## config.mk

```make
export PLATFORM = sky130hd
export DESIGN_NAME = as_imem_loader_flat
export DESIGN_NICKNAME = d
export VERILOG_FILES = /design/src/rtl/as_imem_loader_if.sv /design/src/rtl/as_imem_loader.sv /design/src/flat_wrapper.sv
export SDC_FILE = /design/constraint.sdc
export NUM_CORES = 1
export LEC_CHECK = 0
export ABC_AREA = 1
export CORE_ASPECT_RATIO = 2
export CORE_MARGIN = 10
export CORE_UTILIZATION = 50
export DETAILED_ROUTE_END_ITERATION = 8
export DONT_BUFFER_PORTS = 1
export GPL_ROUTABILITY_DRIVEN = 0
export PLACE_DENSITY = 0.75
export SETUP_SLACK_MARGIN = 0.15
export SYNTH_ARGS = -nofsm -noshare
export SYNTH_HDL_FRONTEND = slang
export SYNTH_SLANG_ARGS = --single-unit
```

## constraint.sdc

```tcl
create_clock -name clk_i -period 5 [get_ports clk_i]
set_input_delay 0.75 -clock clk_i [delete_from_list [all_inputs] [get_ports clk_i]]
set_output_delay 0.75 -clock clk_i [all_outputs]
set_load 0.02 [all_outputs]
```

## src/rtl/as_imem_loader_if.sv

```systemverilog
// as_imem_loader_if: byte-stream input and instruction-memory write side of the boot loader
interface as_imem_loader_if #(
  parameter int IMEM_ADDR_W = 10,
  parameter int INSTR_W = 32
);
  logic load_i;
  logic [7:0] rx_data_i;
  logic rx_valid_i;
  logic [IMEM_ADDR_W-1:0] imem_addr_o;
  logic [INSTR_W-1:0] imem_data_o;
  logic imem_wr_o;
  logic cpu_rst_o;
  logic busy_o;
  logic done_o;
  logic err_o;
  modport master (
    output load_i, rx_data_i, rx_valid_i,
    input imem_addr_o, imem_data_o, imem_wr_o, cpu_rst_o, busy_o, done_o, err_o
  );
  modport slave (
    input load_i, rx_data_i, rx_valid_i,
    output imem_addr_o, imem_data_o, imem_wr_o, cpu_rst_o, busy_o, done_o, err_o
  );
endinterface

```

## src/rtl/as_imem_loader.sv

```systemverilog
// as_imem_loader: loads a length-prefixed little-endian byte stream into instruction memory while holding the core in reset
module as_imem_loader #(
  parameter int IMEM_ADDR_W = 10,
  parameter int INSTR_W = 32,
  parameter int IMEM_DEPTH = 256,
  parameter int TIMEOUT = 100000
) (
  input logic clk_i,
  input logic rst_i,
  as_imem_loader_if.slave bus
);
  localparam int TW = $clog2(TIMEOUT + 1);
  typedef enum logic [2:0] {IDLE, CNT_LO, CNT_HI, DATA, DONE, ERR} state_t;
  state_t state, nxt;
  logic [15:0] cnt, wcnt, full;
  logic [1:0] bcnt;
  logic [23:0] word;
  logic [TW-1:0] tmo;
  logic loading, start, expire, last, take;
  assign loading = state inside {CNT_LO, CNT_HI, DATA};
  assign start = bus.load_i && !loading;
  assign expire = loading && !bus.rx_valid_i && tmo == TW'(TIMEOUT - 1);
  assign full = {bus.rx_data_i, cnt[7:0]};
  assign last = wcnt == cnt - 16'd1;
  // a byte arriving in the final strobe cycle is past the image and is dropped
  assign take = state == DATA && bus.rx_valid_i && !(bus.imem_wr_o && last);
  // next-state decision; status outputs are registered from it
  always_comb begin
    nxt = state;
    case (state)
      IDLE, DONE, ERR: nxt = bus.load_i ? CNT_LO : state;
      CNT_LO: nxt = expire ? ERR : bus.rx_valid_i ? CNT_HI : CNT_LO;
      CNT_HI: nxt = expire ? ERR : !bus.rx_valid_i ? CNT_HI : full == 16'd0 ? DONE :
                    full > 16'(IMEM_DEPTH) ? ERR : DATA;
      DATA: nxt = (bus.imem_wr_o && last) ? DONE : expire ? ERR : DATA;
      default: nxt = IDLE;
    endcase
  end
  // loader FSM, byte assembly and registered memory-write port
  always_ff @(posedge clk_i or posedge rst_i) begin
    if (rst_i) begin
      state <= IDLE;
      cnt <= '0;
      wcnt <= '0;
      bcnt <= '0;
      word <= '0;
      tmo <= '0;
      bus.imem_addr_o <= '0;
      bus.imem_data_o <= '0;
      bus.imem_wr_o <= 1'b0;
      bus.cpu_rst_o <= 1'b0;
      bus.busy_o <= 1'b0;
      bus.done_o <= 1'b0;
      bus.err_o <= 1'b0;
    end else begin
      state <= nxt;
      bus.busy_o <= nxt inside {CNT_LO, CNT_HI, DATA};
      bus.cpu_rst_o <= nxt inside {CNT_LO, CNT_HI, DATA, ERR};
      bus.done_o <= nxt == DONE;
      bus.err_o <= nxt == ERR;
      bus.imem_wr_o <= 1'b0;
      if (start) begin
        wcnt <= '0;
        bcnt <= '0;
        tmo <= '0;
        bus.imem_addr_o <= '0;
      end else if (loading) begin
        tmo <= bus.rx_valid_i ? '0 : tmo + 1'b1;
      end
      if (state == CNT_LO && bus.rx_valid_i) cnt[7:0] <= bus.rx_data_i;
      if (state == CNT_HI && bus.rx_valid_i) cnt[15:8] <= bus.rx_data_i;
      if (state == DATA && bus.imem_wr_o) begin
        bus.imem_addr_o <= bus.imem_addr_o + IMEM_ADDR_W'(4);
        wcnt <= wcnt + 16'd1;
      end
      if (take) begin
        bcnt <= bcnt + 2'd1;
        if (bcnt == 2'd3) begin
          bus.imem_data_o <= INSTR_W'({bus.rx_data_i, word});
          bus.imem_wr_o <= 1'b1;
        end else begin
          word[{bcnt, 3'b000} +: 8] <= bus.rx_data_i;
        end
      end
    end
  end
endmodule

```

## src/flat_wrapper.sv

```systemverilog
// flat-port wrapper written by rule: the top's interface ports become plain ports
module as_imem_loader_flat 
#(
  parameter int IMEM_ADDR_W = 10,
  parameter int INSTR_W = 32,
  parameter int IMEM_DEPTH = 256,
  parameter int TIMEOUT = 100000
)
  (clk_i, rst_i, bus_load_i, bus_rx_data_i, bus_rx_valid_i, bus_imem_addr_o, bus_imem_data_o, bus_imem_wr_o, bus_cpu_rst_o, bus_busy_o, bus_done_o, bus_err_o);
  as_imem_loader_if #(.IMEM_ADDR_W(IMEM_ADDR_W), .INSTR_W(INSTR_W)) bus_i ();
  input logic clk_i;
  input logic rst_i;
  input wire logic [$bits(bus_i.load_i)-1:0] bus_load_i;
  input wire logic [$bits(bus_i.rx_data_i)-1:0] bus_rx_data_i;
  input wire logic [$bits(bus_i.rx_valid_i)-1:0] bus_rx_valid_i;
  output wire logic [$bits(bus_i.imem_addr_o)-1:0] bus_imem_addr_o;
  output wire logic [$bits(bus_i.imem_data_o)-1:0] bus_imem_data_o;
  output wire logic [$bits(bus_i.imem_wr_o)-1:0] bus_imem_wr_o;
  output wire logic [$bits(bus_i.cpu_rst_o)-1:0] bus_cpu_rst_o;
  output wire logic [$bits(bus_i.busy_o)-1:0] bus_busy_o;
  output wire logic [$bits(bus_i.done_o)-1:0] bus_done_o;
  output wire logic [$bits(bus_i.err_o)-1:0] bus_err_o;
  assign bus_i.load_i = bus_load_i;
  assign bus_i.rx_data_i = bus_rx_data_i;
  assign bus_i.rx_valid_i = bus_rx_valid_i;
  assign bus_imem_addr_o = bus_i.imem_addr_o;
  assign bus_imem_data_o = bus_i.imem_data_o;
  assign bus_imem_wr_o = bus_i.imem_wr_o;
  assign bus_cpu_rst_o = bus_i.cpu_rst_o;
  assign bus_busy_o = bus_i.busy_o;
  assign bus_done_o = bus_i.done_o;
  assign bus_err_o = bus_i.err_o;
  as_imem_loader #(.IMEM_ADDR_W(IMEM_ADDR_W), .INSTR_W(INSTR_W), .IMEM_DEPTH(IMEM_DEPTH), .TIMEOUT(TIMEOUT)) u_core (.clk_i(clk_i), .rst_i(rst_i), .bus(bus_i));
endmodule
```

Yosys cells after proc, flatten, opt, wreduce, memory -nomap -nowiden:

Cells that the tools add are included.

* flip-flop bits (word level): 125
* latch bits: 0
* bits in writable memories: 0
* bits in read-only memories: 0
* bits of input ports: 12
* output and inout bits: 47
* logic and storage cells: 82
* memories: 0

* $add $sub $neg: 6
* multiply operators: 0
* div/mod/pow operators: 0
* $lt $le $gt $ge: 1
* eq/ne operators: 13
* shifts and indexed selects: 2
* mux-type cells: 22
* bitwise gates (word level): 1
* reductions and logical operators: 23

Operators by type and width (count)
* 17-bit 2-to-1 mux: 3
* 16-bit 2-to-1 mux: 2
* 24-bit bitwise mux: 1
* 3-bit 2-to-1 mux: 8
* 8-bit by 7-bit variable shift with 24-bit output (first input constant): 1
* 8-bit by 7-bit indexed part select with 24-bit output: 1
* 10-bit 2-to-1 mux: 2
* 17-bit by 1-bit adder with 17-bit output (second input constant): 1
* 17-bit equality test (second input constant): 1
* 16-bit by 1-bit adder with 16-bit output (second input constant): 1
* 16-bit equality test: 1
* 16-bit by 9-bit greater-than comparator with 1-bit output (second input constant): 1
* 16-bit logical NOT: 1
* 16-bit by 1-bit subtractor with 16-bit output (second input constant): 1
* 3-bit by 2-bit equality test with 1-bit output (second input constant): 4
* 3-bit equality test (second input constant): 4
* 3-bit case mux with 4 select lines: 1
* 10-bit by 3-bit adder with 10-bit output (second input constant): 1
* 1-bit logical AND: 9
* 5-bit negation with 7-bit output: 1
* 3-bit by 1-bit equality test with 1-bit output (second input constant): 2
* 2-bit 2-to-1 mux: 3
* 2-bit nonzero test: 3
* 3-bit nonzero test: 2
* other kinds (9): 13

Depth between registers and ports, before layout:

Gate-level depths: netlist of run 1.

* word-level depth: 9
* gate-level depth with buffers: 17
* depth with buffers taken out: 17

Least setup slack after synthesis of run 1:

Ideal clock, no wire load.

* path type: register to register
* start: reg u_core.cnt[0]
* end: reg u_core.word[0]
* library setup time: 0.117 ns
* arrival: 1.927 ns
* data required time: 4.883 ns
* path slack: 2.956 ns
* cell stages (with the launch flop): 16
* clock period less this slack: 2.044 ns
* cell sequence: dfrtp_1 inv_1 ha_1 inv_1 nor2_2 nand2_1 nor2_2 nand2_1 nand2_1 nand2_1 nand3_2 nor2_2 nor2_4 nand4_1 nand2_1 nand2_1

* word-level cells in the longest chain between the ends: 6

Ends and longest elaborated chain
* start, declared: line as_imem_loader.sv:15 `logic [15:0] cnt, wcnt, full;`
* start signal, assigned: line as_imem_loader.sv:70 `if (state == CNT_LO && bus.rx_valid_i) cnt[7:0] <= bus.rx_data_i;`
* 16-bit by 1-bit subtractor with 16-bit output: line as_imem_loader.sv:24 `assign last = wcnt == cnt - 16'd1;`
* 16-bit equality test: line as_imem_loader.sv:24
* 1-bit logical AND: line as_imem_loader.sv:26 `assign take = state == DATA && bus.rx_valid_i && !(bus.imem_wr_o && last);`
* 1-bit logical NOT: line as_imem_loader.sv:26
* 1-bit logical AND: line as_imem_loader.sv:26
* 2-bit AND reduction (no source line)
* end signal, assigned by index: line as_imem_loader.sv:82 `word[{bcnt, 3'b000} +: 8] <= bus.rx_data_i;`
* end, declared: line as_imem_loader.sv:17 `logic [23:0] word;`

Every way passes these cells.
A chain may end at the register's enable or synchronous reset.

Final worst setup path of run 1:

* start: reg u_core.cnt[0]
* end: reg u_core.bus.imem_data_o[14]

* word-level cells in the longest chain between the ends: 6

Ends and longest elaborated chain
* 16-bit by 1-bit subtractor with 16-bit output: line as_imem_loader.sv:24
* 16-bit equality test: line as_imem_loader.sv:24
* 1-bit logical AND: line as_imem_loader.sv:26
* 1-bit logical NOT: line as_imem_loader.sv:26
* 1-bit logical AND: line as_imem_loader.sv:26
* 2-bit AND reduction (no source line)
* end signal, assigned: line as_imem_loader.sv:79 `bus.imem_data_o <= INSTR_W'({bus.rx_data_i, word});`
* end, declared: line as_imem_loader_if.sv:22 `output imem_addr_o, imem_data_o, imem_wr_o, cpu_rst_o, busy_o, done_o, err_o`

Every way passes these cells.

==> flow_metrics.env, run 1 <==
export IMPL_dieWidth_um=100.2
export IMPL_numClockSinks=123
export IMPL_vias_per_cell=5.399
export IMPL_dp_cells=971
export IMPL_root_buffer="clkbuf_16"
export IMPL_syn_area_mm2=0.006432
export IMPL_fin_util=0.5612
export IMPL_antenna_cells=0
export IMPL_finalHoldViolCount=0
export IMPL_dp_slack_ns=2.092
export IMPL_startpoint="u_core.cnt[0]$_DFFE_PP0P_"
export IMPL_crit_path_end_kind="register"
export IMPL_worst_pin_slew_ns=0.9565
export IMPL_boundaryPins=59
export IMPL_synth_cell_type_count=40
export IMPL_place_hpwl_um=11610
export IMPL_numPortBuffers=0
export IMPL_r2r_end="u_core.bus.imem_data_o[14]$_DFFE_PP0P_"
export IMPL_clock_skew_ns=0.01305
export IMPL_crit_slowest_cell="inv_4"
export IMPL_holdBufCountCts=0
export IMPL_power_mw=3.577
export IMPL_placed_area_mm2=0.006487
export IMPL_final_setup_tns_ns=0
export IMPL_grt_pass1_wl_um=26340
export IMPL_syn_to_final_growth_pct=10.17
export IMPL_rr_startpoint="u_core.cnt[0]$_DFFE_PP0P_"
export IMPL_synthFlopType="dfrtp_1"
export IMPL_grt_overflow=0
export IMPL_critPathLaunchType="register"
export IMPL_cts_tree="built"
export IMPL_crit_path_frequent_cell="nand2_1"
export IMPL_core_mm2=0.01263
export IMPL_final_cell_mix="284 x nand2_1, 123 x dfrtp_1, 90 x nor2_1, 79 x inv_1, 69 x nand3_1"
export IMPL_critPathMaxFanout=41
export IMPL_rsz0062_at_grt="false"
export IMPL_cts_resized=0
export IMPL_synth_ff_latch_count=123
export IMPL_h_tree_depth=4
export IMPL_wirelength_um=15810
export IMPL_fin_area_mm2=0.007087
export IMPL_clk_pin_slew_ns=0.07
export IMPL_insertion_delay_ns=0.42
export IMPL_grt_max_degree=79
export IMPL_r2r_cells=16
export IMPL_cp_top_family="simple AND/OR/NAND/NOR gates"
export IMPL_slowest_delay_ns=0.44
export IMPL_die_h_um=180.4
export IMPL_grt_pass1_vias=5418
export IMPL_syn_inst=841
export IMPL_ys_warn_count=0
export IMPL_max_slew_margin=0.3623
export IMPL_cts_buffer_depth=2
export IMPL_fin_cells=1003
export IMPL_critPathKind="register to register"
export IMPL_route_vias_total=5415
export IMPL_fmax_mhz=346.9
export IMPL_cts_buffers_inserted=17
export IMPL_track_usage=0.1807
export IMPL_layout_drive_gt1_share=0.08206
export IMPL_hold_ws_ns=0.4158
export IMPL_min_period_over_period=0.5765
export IMPL_reg2reg_slack_ns=2.12
export IMPL_antenna_found_initial=0
export IMPL_avgSynthCellArea_um2=7.649
export IMPL_crit_arrival_ns=3.24
export IMPL_drv_cap=0
export IMPL_num_rows=58
export IMPL_cts_setup_buffers=0
export IMPL_drv_slew=0
export IMPL_start_util=0.5094
export IMPL_fin_ws_ns=2.117
export IMPL_setup_viol=0
export IMPL_synth_edff_count=0
export IMPL_crit_chain="inv_1 -> ha_1 -> inv_1 -> nor2_2 -> nand2_1 -> nor2_2 -> nand2_1 -> nand2_1 -> nand2_1 -> nand3_2 -> nor2_2 -> nor2_4 -> nand3_4 -> inv_4 -> nand2_1 -> nand2_1"
export IMPL_period_needed_ns=2.883
export IMPL_antenna_left=0
export IMPL_cp_required_ns=5.36
export IMPL_peakVddDrop_mv=0.2986
export IMPL_layout_nets=861
export IMPL_hp_class="input pin to async pin"
export IMPL_drt_iter0_drc=363
export IMPL_status="finished, final reports clean"
export IMPL_crit_buf_inv=3
export IMPL_first_pass_iters=5
export IMPL_p_per_area_mw_per_mm2=504.8
export IMPL_detail_route_wl_per_cell_um=15.77
export IMPL_die_area_mm2=0.01808
export IMPL_synth_seq_area_share=0.4785
export IMPL_leakagePower_nw=3.563
export IMPL_ys_async_sr_fraction=1.000
export IMPL_post_route_drc_count=0
export IMPL_final_common_cell="nand2_1"
==> power by group <==
part / internal [mW] / switching [mW] / leakage, nW / total [mW]
sequential: 1.14 / 0.206 / 1.68 / 1.34
combinational: 0.304 / 0.678 / 1.60 / 0.982
clock: 0.760 / 0.491 / 0.292 / 1.25
total: 2.20 / 1.37 / 3.56 / 3.58
==> cell usage after synthesis, types with 3 or more instances <==
master / number / area [um^2]
buf_4: 5 / 37.54
nor3_1: 7 / 35.03
nand2_1: 284 / 1066
dfrtp_1: 123 / 3078
nor2_4: 4 / 45.04
a22oi_1: 5 / 37.54
clkbuf_1: 8 / 30.03
ha_1: 9 / 112.6
o21ai_0: 46 / 230.2
xnor2_1: 7 / 61.31
o21ai_1: 9 / 45.04
a21oi_1: 10 / 50.05
nand3b_1: 3 / 22.52
nor2_1: 90 / 337.8
nand2_2: 15 / 93.84
xor2_1: 7 / 61.31
nor4_1: 3 / 18.77
o22ai_1: 7 / 43.79
buf_2: 5 / 25.02
inv_1: 80 / 300.3
nand3_1: 69 / 345.3
buf_6: 3 / 33.78
a31oi_1: 4 / 25.02
nor2_2: 10 / 62.56
nand4_1: 9 / 56.30
==> layer usage <==
metal  global-route usage  vias to the layer above  share of wire
met5                    0                        -              0
met4              0.08409                        0          0.031
met3              0.04685                       38          0.057
met2               0.3349                      153           0.56
met1               0.1767                     2540           0.35
li1                     -                     2684              -
==> worst max-delay path by stage <==
stage / end / cells after the start
after floorplan: u_core.bcnt[0]$_DFFE_PP0P_ / 1
after global placement: u_core.bus.imem_data_o[16]$_DFFE_PP0P_ / 16
after detailed placement: u_core.bus.imem_data_o[14]$_DFFE_PP0P_ / 16
after CTS: u_core.bus.imem_data_o[14]$_DFFE_PP0P_ / 16
after global routing: u_core.bus.imem_data_o[13]$_DFFE_PP0P_ / 13
final: u_core.bus.imem_data_o[14]$_DFFE_PP0P_ / 16
==> logic make-up after synthesis <==
logic type,share of synthesized area
AND/OR/NAND/NOR,0.3338
flip-flops,0.4785
buffers and inverters,0.07158
AO/OA/AOI/OAI,0.07586
XOR/XNOR,0.01906
adder cells (fa/ha/maj),0.01751
multiplexers,0.003112
other,0.0005830
==> worst register-to-register path, delay by kind of cell, from the launching register on <==
| kind | cells | cell delay (ns) |
|---|---|---|
| AND/OR/NAND/NOR | 12 | 1.40 |
| buffers and inverters | 3 | 0.71 |
| flip-flops | 1 | 0.41 |
| adder cells (fa/ha/maj) | 1 | 0.31 |
==> final cells by class <==
type                       instances  area (um^2)
clock buffer                      18        439.2
inverter                          83        316.6
fill                            1184         5540
multi-input combinational        614         2898
tap                              150        187.7
timing repair buffer               1        7.507
sequential                       123         3078
clock inverter                    14        160.2
==> sequential cells by signal (all words and copies together) (netlist names) <==
signal / flops
u_core.bus.cpu_rst_o: 1
u_core.bus.busy_o: 1
u_core.bus.imem_data_o: 32
u_core.word: 24
u_core.bus.imem_addr_o: 8
u_core.state: 3
u_core.wcnt: 16
u_core.bus.done_o: 1
u_core.cnt: 16
u_core.bus.err_o: 1
u_core.bus.imem_wr_o: 1
u_core.bcnt: 2
u_core.tmo: 17
Note: power is estimated with default switching activity, not from simulation.
==> run 2, diff against run 1 <==
--- a/config.mk
+++ b/config.mk
@@ -12,7 +12,7 @@
 export DETAILED_ROUTE_END_ITERATION = 8
 export DONT_BUFFER_PORTS = 1
 export GPL_ROUTABILITY_DRIVEN = 0
-export PLACE_DENSITY = 0.75
+export PLACE_DENSITY = 0.78
 export SETUP_SLACK_MARGIN = 0.15
 export SYNTH_ARGS = -nofsm -noshare
 export SYNTH_HDL_FRONTEND = slang
==> constraint.sdc (replaced) <==
create_clock -name clk_i -period 2.5 [get_ports clk_i]
set_input_delay 0.375 -clock clk_i [delete_from_list [all_inputs] [get_ports clk_i]]
set_output_delay 0.375 -clock clk_i [all_outputs]
set_load 0.02 [all_outputs]
==> run 2 against run 1 <==
  * Total power up 120%
  * Highest routed layer unchanged
  * First-iteration DRC count is 20% higher
  * Routed wire length rose by 17%
  * Core utilization grew 5.6 points
  * Largest power group unchanged
  * Clock-buffer cell count is the same
  * Design area rose by 10%
  * Setup slack worse by 2.0 ns
  * Worst hold slack got worse by 0.31 ns
  * Cell count rose by 3.8%
  * Non-clock buffer count increased by 35
  * Combinational power increased to 2.6 times the previous value
==> flow_metrics.env, run 2 (same netlist as run 1, synthesis figures left out) <==
export IMPL_status="finished, final reports clean"
export IMPL_numPortBuffers=0
export IMPL_wl_met1_um=6224
export IMPL_min_to="u_core.bcnt[1]$_DFFE_PP0P_"
export IMPL_largest_reg_flops=32
export IMPL_first_pass_iters=5
export IMPL_layout_drive_gt1_share=0.1897
export IMPL_syn_to_final_growth_pct=21.18
export IMPL_regMostFlops="u_core.bus.imem_data_o"
export IMPL_grt_pass1_vias=5498
export IMPL_p_per_area_mw_per_mm2=1010
export IMPL_cp_num_cells=16
export IMPL_final_cell_mix="247 x nand2_1, 117 x dfrtp_1, 81 x nor2_1, 76 x inv_1, 67 x nand3_1"
export IMPL_wl_met3_um=955
export IMPL_start_util=0.5094
export IMPL_critPathLaunchType="register"
export IMPL_detail_route_wl_per_cell_um=17.80
export IMPL_swShare=0.4012
export IMPL_max_slew_margin=0.4909
export IMPL_fin_cells=1041
export IMPL_drt_iter0_drc=437
export IMPL_h_tree_depth=4
export IMPL_crit_slowest_cell="dfrtp_2"
export IMPL_r2r_cells=16
export IMPL_power_mw=7.870
export IMPL_drv_slew=0
export IMPL_track_usage=0.1872
export IMPL_antenna_cells=0
export IMPL_antenna_left=0
export IMPL_finalHoldViolCount=0
export IMPL_cts_tree="built"
export IMPL_fmax_mhz=426.8
export IMPL_die_area_mm2=0.01808
export IMPL_crit_chain="nor2_4 -> nand2_2 -> nor2_4 -> nand2_2 -> nor2_4 -> nand2_1 -> nand2_1 -> nor2_2 -> nand3_2 -> nor2_4 -> nor2_4 -> nand3_4 -> buf_12 -> clkbuf_16 -> nand2_2 -> o21ai_1"
export IMPL_core_mm2=0.01263
export IMPL_fin_util=0.6173
export IMPL_power_frac_seq=0.349
export IMPL_num_rows=58
export IMPL_p_int_mw=4.713
export IMPL_peakVddDrop_mv=0.7247
export IMPL_grt_overflow=0
export IMPL_placed_area_mm2=0.006604
export IMPL_pwr_share_clk=0.320
export IMPL_switching_power_mw=3.158
export IMPL_drv_cap=0
export IMPL_crit_arrival_ns=2.65
export IMPL_fin_area_mm2=0.007795
export IMPL_layout_nets=899
export IMPL_die_h_um=180.4
export IMPL_critPathKind="register to register"
export IMPL_min_period_over_period=0.9371
export IMPL_period_needed_ns=2.343
export IMPL_top_layer="met4"
export IMPL_clock_skew_ns=0.01287
export IMPL_rsz0062_at_grt="true"
export IMPL_vias_per_cell=5.615
export IMPL_critPathMaxFanout=8
export IMPL_slowest_delay_ns=0.48
export IMPL_cp_top_family="simple AND/OR/NAND/NOR gates"
export IMPL_cts_buffer_depth=2
export IMPL_antenna_found_initial=0
export IMPL_hp_class="input pin to register"
export IMPL_wl_met2_um=10230
export IMPL_cts_buffers_inserted=17
export IMPL_r2r_end="u_core.bus.imem_data_o[25]$_DFFE_PP0P_"
export IMPL_cp_required_ns=2.81
export IMPL_reg_largest_list="u_core.bus.imem_data_o: 32 flops, u_core.word: 24 flops, u_core.tmo: 17 flops"
export IMPL_dp_cells=983
export IMPL_root_buffer="clkbuf_16"
export IMPL_place_hpwl_um=11900
export IMPL_rr_startpoint="u_core.cnt[3]$_DFFE_PP0P_"
export IMPL_setup_viol=0
export IMPL_hp_start="bus_rx_valid_i"
export IMPL_reg2reg_slack_ns=0.16
export IMPL_post_route_drc_count=0
export IMPL_insertion_delay_ns=0.44
export IMPL_clk_pin_slew_ns=0.07
export IMPL_boundaryPins=59
export IMPL_whs_path_depth=2
export IMPL_combPwrFrac=0.330
export IMPL_grt_max_degree=74
export IMPL_worst_pin_slew_ns=0.7620
export IMPL_wirelength_um=18530
export IMPL_fillers=1029
export IMPL_crit_path_frequent_cell="nor2_4"
export IMPL_leakagePower_nw=3.816
export IMPL_dieWidth_um=100.2
export IMPL_final_common_cell="nand2_1"
export IMPL_crit_path_end_kind="register"
export IMPL_numClockSinks=123
export IMPL_grt_pass1_wl_um=27030
export IMPL_route_vias_total=5845
export IMPL_crit_buf_inv=2
## run 2: what timing repair did
item | 4_1_cts | 5_1_grt
resized for setup | 5 | 90
cloned | 1 | 6
hold buffers | 1 | 0
setup buffers | 5 | 13
pin swaps | 4 | 30
hold endpoints to repair | 31 | 0
setup endpoints to repair | 54 | 64
## run 2: per-stage QoR
step	TNS (ns)	hold slack, ns	setup slack, ns
after CTS	0	0.08848	0.1594
after global placement	0	0.4083	0.08429
after floorplan	0	0.4422	0.4557
final	0	0.1033	0.1572
after global routing	0	0.1029	0.04184
after detailed placement	-0.007531	0.4158	-0.007531
## run 2: final cells by class
cell class	count	area [um^2]	area share
Sequential cell	123	3085	0.3958
Tap cell	150	187.7	0.02408
Clock buffer	18	439.2	0.05634
Timing Repair inverter	1	8.758	0.001124
Multi-Input combinational cell	616	3178	0.4077
Clock inverter	14	158.9	0.02039
Timing Repair Buffer	36	409.1	0.05249
Inverter	83	327.8	0.04205
## run 2: per-layer routing
layer | vias to the layer above | global-route usage
met5 | - | 0
met4 | 0 | 0.09375
met3 | 79 | 0.04992
met2 | 213 | 0.3421
met1 | 2792 | 0.1838
li1 | 2761 | -
## run 2: how the worst max path moves through the flow
stage                                                  end  slack [ns]                 startpoint
floorplan                       u_core.word[0]$_DFFE_PP0P_        0.46  u_core.cnt[0]$_DFFE_PP0P_
global placement               u_core.word[16]$_DFFE_PP0P_        0.08  u_core.cnt[0]$_DFFE_PP0P_
detailed placement             u_core.word[12]$_DFFE_PP0P_      -0.008  u_core.cnt[0]$_DFFE_PP0P_
CTS                 u_core.bus.imem_data_o[28]$_DFFE_PP0P_        0.16  u_core.cnt[0]$_DFFE_PP0P_
global route        u_core.bus.imem_data_o[25]$_DFFE_PP0P_        0.04  u_core.cnt[3]$_DFFE_PP0P_
finish              u_core.bus.imem_data_o[25]$_DFFE_PP0P_        0.16  u_core.cnt[3]$_DFFE_PP0P_
## run 2: power by group through the flow
stage          clock [mW]  sequential, mW  combinational, mW
6_report             2.52            2.75               2.60
5_1_grt              2.64            2.78               2.86
4_1_cts              2.52            2.69               2.11
3_5_place_dp            0            2.72               2.04
3_3_place_gp            0            2.71               2.01
2_1_floorplan           0            2.63               1.57
==> run 3, diff against run 2 <==
--- a/config.mk
+++ b/config.mk
@@ -6,14 +6,15 @@
 export NUM_CORES = 1
 export LEC_CHECK = 0
 export ABC_AREA = 1
+export CAP_MARGIN = 20
 export CORE_ASPECT_RATIO = 2
 export CORE_MARGIN = 10
 export CORE_UTILIZATION = 50
 export DETAILED_ROUTE_END_ITERATION = 8
 export DONT_BUFFER_PORTS = 1
-export GPL_ROUTABILITY_DRIVEN = 0
 export PLACE_DENSITY = 0.78
 export SETUP_SLACK_MARGIN = 0.15
 export SYNTH_ARGS = -nofsm -noshare
 export SYNTH_HDL_FRONTEND = slang
 export SYNTH_SLANG_ARGS = --single-unit
+export TNS_END_PERCENT = 1
==> run 3 against run 2 <==
  * Critical path type unchanged
  * Combinational power down 9.2%
  * Clock-buffer cell count stayed put
  * Largest power group unchanged
  * Highest routed layer unchanged
  * Clock power about the same
  * Fmax is 0.18% lower
==> flow_metrics.env, run 3 (same netlist as run 1, synthesis figures left out) <==
export IMPL_critPathMaxFanout=7
export IMPL_crit_arrival_ns=2.67
export IMPL_boundaryPins=59
export IMPL_antenna_found_initial=0
export IMPL_place_hpwl_um=11900
export IMPL_multi_input_area_mm2=0.003008
export IMPL_seq_area_mm2=0.003084
export IMPL_layout_drive_gt1_share=0.1312
export IMPL_die_area_mm2=0.01808
export IMPL_antenna_left=0
export IMPL_power_mw=7.605
export IMPL_grt_pass1_wl_um=27000
export IMPL_crit_slowest_cell="dfrtp_1"
export IMPL_largest_reg_flops=32
export IMPL_slowest_delay_ns=0.39
export IMPL_root_buffer="clkbuf_16"
export IMPL_fin_cells=1034
export IMPL_drv_slew=0
export IMPL_grt_pass1_vias=5486
export IMPL_h_tree_depth=4
export IMPL_cts_tree="built"
export IMPL_first_pass_iters=8
export IMPL_final_common_cell="nand2_1"
export IMPL_dp_slack_ns=-0.007531
export IMPL_p_per_area_mw_per_mm2=1009
export IMPL_period_needed_ns=2.347
export IMPL_hold_ws_ns=0.1420
export IMPL_status="finished, final reports clean"
export IMPL_route_vias_total=5763
export IMPL_insertion_delay_ns=0.44
export IMPL_fin_util=0.5971
export IMPL_clk_pin_slew_ns=0.06
export IMPL_hp_class="input pin to register"
export IMPL_crit_chain="buf_4 -> nor2_4 -> nand2_4 -> nor2_8 -> nand2_2 -> nand2_1 -> nand3_1 -> nand2_2 -> nor2_2 -> nand2_2 -> nor2_2 -> nor2_4 -> nand3_4 -> buf_12 -> clkbuf_16 -> nand2_1 -> nand2_1"
export IMPL_fillers=1075
export IMPL_grt_overflow=0
export IMPL_layout_nets=892
export IMPL_vias_per_cell=5.574
export IMPL_finalHoldViolCount=0
export IMPL_rsz0062_at_grt="true"
export IMPL_numClockSinks=123
export IMPL_clock_skew_ns=0.01379
export IMPL_antenna_cells=0
export IMPL_post_route_drc_count=0
export IMPL_critPathKind="register to register"
export IMPL_dp_cells=983
export IMPL_crit_path_end_kind="register"
export IMPL_min_period_over_period=0.9388
export IMPL_cts_buffer_depth=2
export IMPL_track_usage=0.1870
export IMPL_wirelength_um=17950
export IMPL_reg_largest_list="u_core.bus.imem_data_o: 32 flops, u_core.word: 24 flops, u_core.tmo: 17 flops"
export IMPL_cts_buffers_inserted=17
export IMPL_drt_iter0_drc=404
export IMPL_fin_ws_ns=0.1530
export IMPL_fmax_mhz=426.1
export IMPL_leakagePower_nw=3.748
export IMPL_die_h_um=180.4
export IMPL_detail_route_wl_per_cell_um=17.36
export IMPL_grt_max_degree=74
export IMPL_gp_congestion=0.8994
export IMPL_max_slew_margin=0.4987
export IMPL_worst_pin_slew_ns=0.7504
export IMPL_core_mm2=0.01263
export IMPL_final_cell_mix="281 x nand2_1, 118 x dfrtp_1, 86 x nor2_1, 77 x inv_1, 69 x nand3_1"
export IMPL_dieWidth_um=100.2
export IMPL_peakVddDrop_mv=0.6623
export IMPL_drv_cap=0
export IMPL_syn_to_final_growth_pct=17.21
export IMPL_num_rows=58
export IMPL_cp_required_ns=2.83
export IMPL_reg2reg_slack_ns=0.15
export IMPL_regMostFlops="u_core.bus.imem_data_o"
export IMPL_critPathLaunchType="register"
export IMPL_setup_viol=0
export IMPL_numPortBuffers=0
export IMPL_start_util=0.5094
-- run 3: worst paths after layout --
kind,startpoint,end,cells after the start
max in group asynchronous,rst_i,u_core.cnt[7]$_DFFE_PP0P_,3
setup / recovery,u_core.cnt[1]$_DFFE_PP0P_,u_core.bus.imem_data_o[22]$_DFFE_PP0P_,17
hold reg to reg,u_core.word[17]$_DFFE_PP0P_,u_core.bus.imem_data_o[17]$_DFFE_PP0P_,2
hold / removal,bus_rx_valid_i,u_core.bcnt[1]$_DFFE_PP0P_,2
setup reg to reg,u_core.cnt[1]$_DFFE_PP0P_,u_core.bus.imem_data_o[22]$_DFFE_PP0P_,17
min in group asynchronous,rst_i,u_core.bus.imem_data_o[17]$_DFFE_PP0P_,2
-- run 3: layout make-up --
type | count | share of cell area
sequential | 123 | 0.4091
multi-input combinational | 616 | 0.3989
timing repair inverter | 1 | 0.001162
clock inverter | 14 | 0.02108
timing repair buffer | 29 | 0.04315
clock buffer | 18 | 0.05825
tap | 150 | 0.02489
inverter | 83 | 0.04348
-- run 3: what timing repair did --
action | in CTS | in global routing
setup buffers | 5 | 7
endpoints found under the hold margin | 31 | 0
hold buffers | 1 | 0
resized for setup | 1 | 31
gates cloned | 1 | 5
pin swaps | 4 | 7
setup endpoints to repair | 54 | 66
-- run 3: metal layers --
| metal | up-vias | part of all wire | global-route usage |
|---|---|---|---|
| li1 | 2746 | - | - |
| met1 | 2721 | 0.33 | 0.1838 |
| met2 | 223 | 0.54 | 0.3416 |
| met3 | 73 | 0.060 | 0.04992 |
| met4 | 0 | 0.061 | 0.09375 |
| met5 | - | 0 | 0 |
-- run 3: critical path, delay by kind of cell (launching register included) --
family | cells | cell delay, ns
DFF | 1 | 0.39
and+or+nand+nor | 14 | 1.35
buffers and inverters | 3 | 0.48
-- run 3: power breakdown --
part           switching [mW]  internal, mW  total, mW
registers               0.448          2.29       2.73
logic                    1.57         0.790       2.36
clock network           0.999          1.51       2.51
-- run 3: metrics by stage --
step	area, um^2	TNS (ns)
after detailed placement	6604	-0.007531
after global placement	6604	0
final	7540	0
after global routing	7540	0
after floorplan	6440	0
after CTS	7261	0
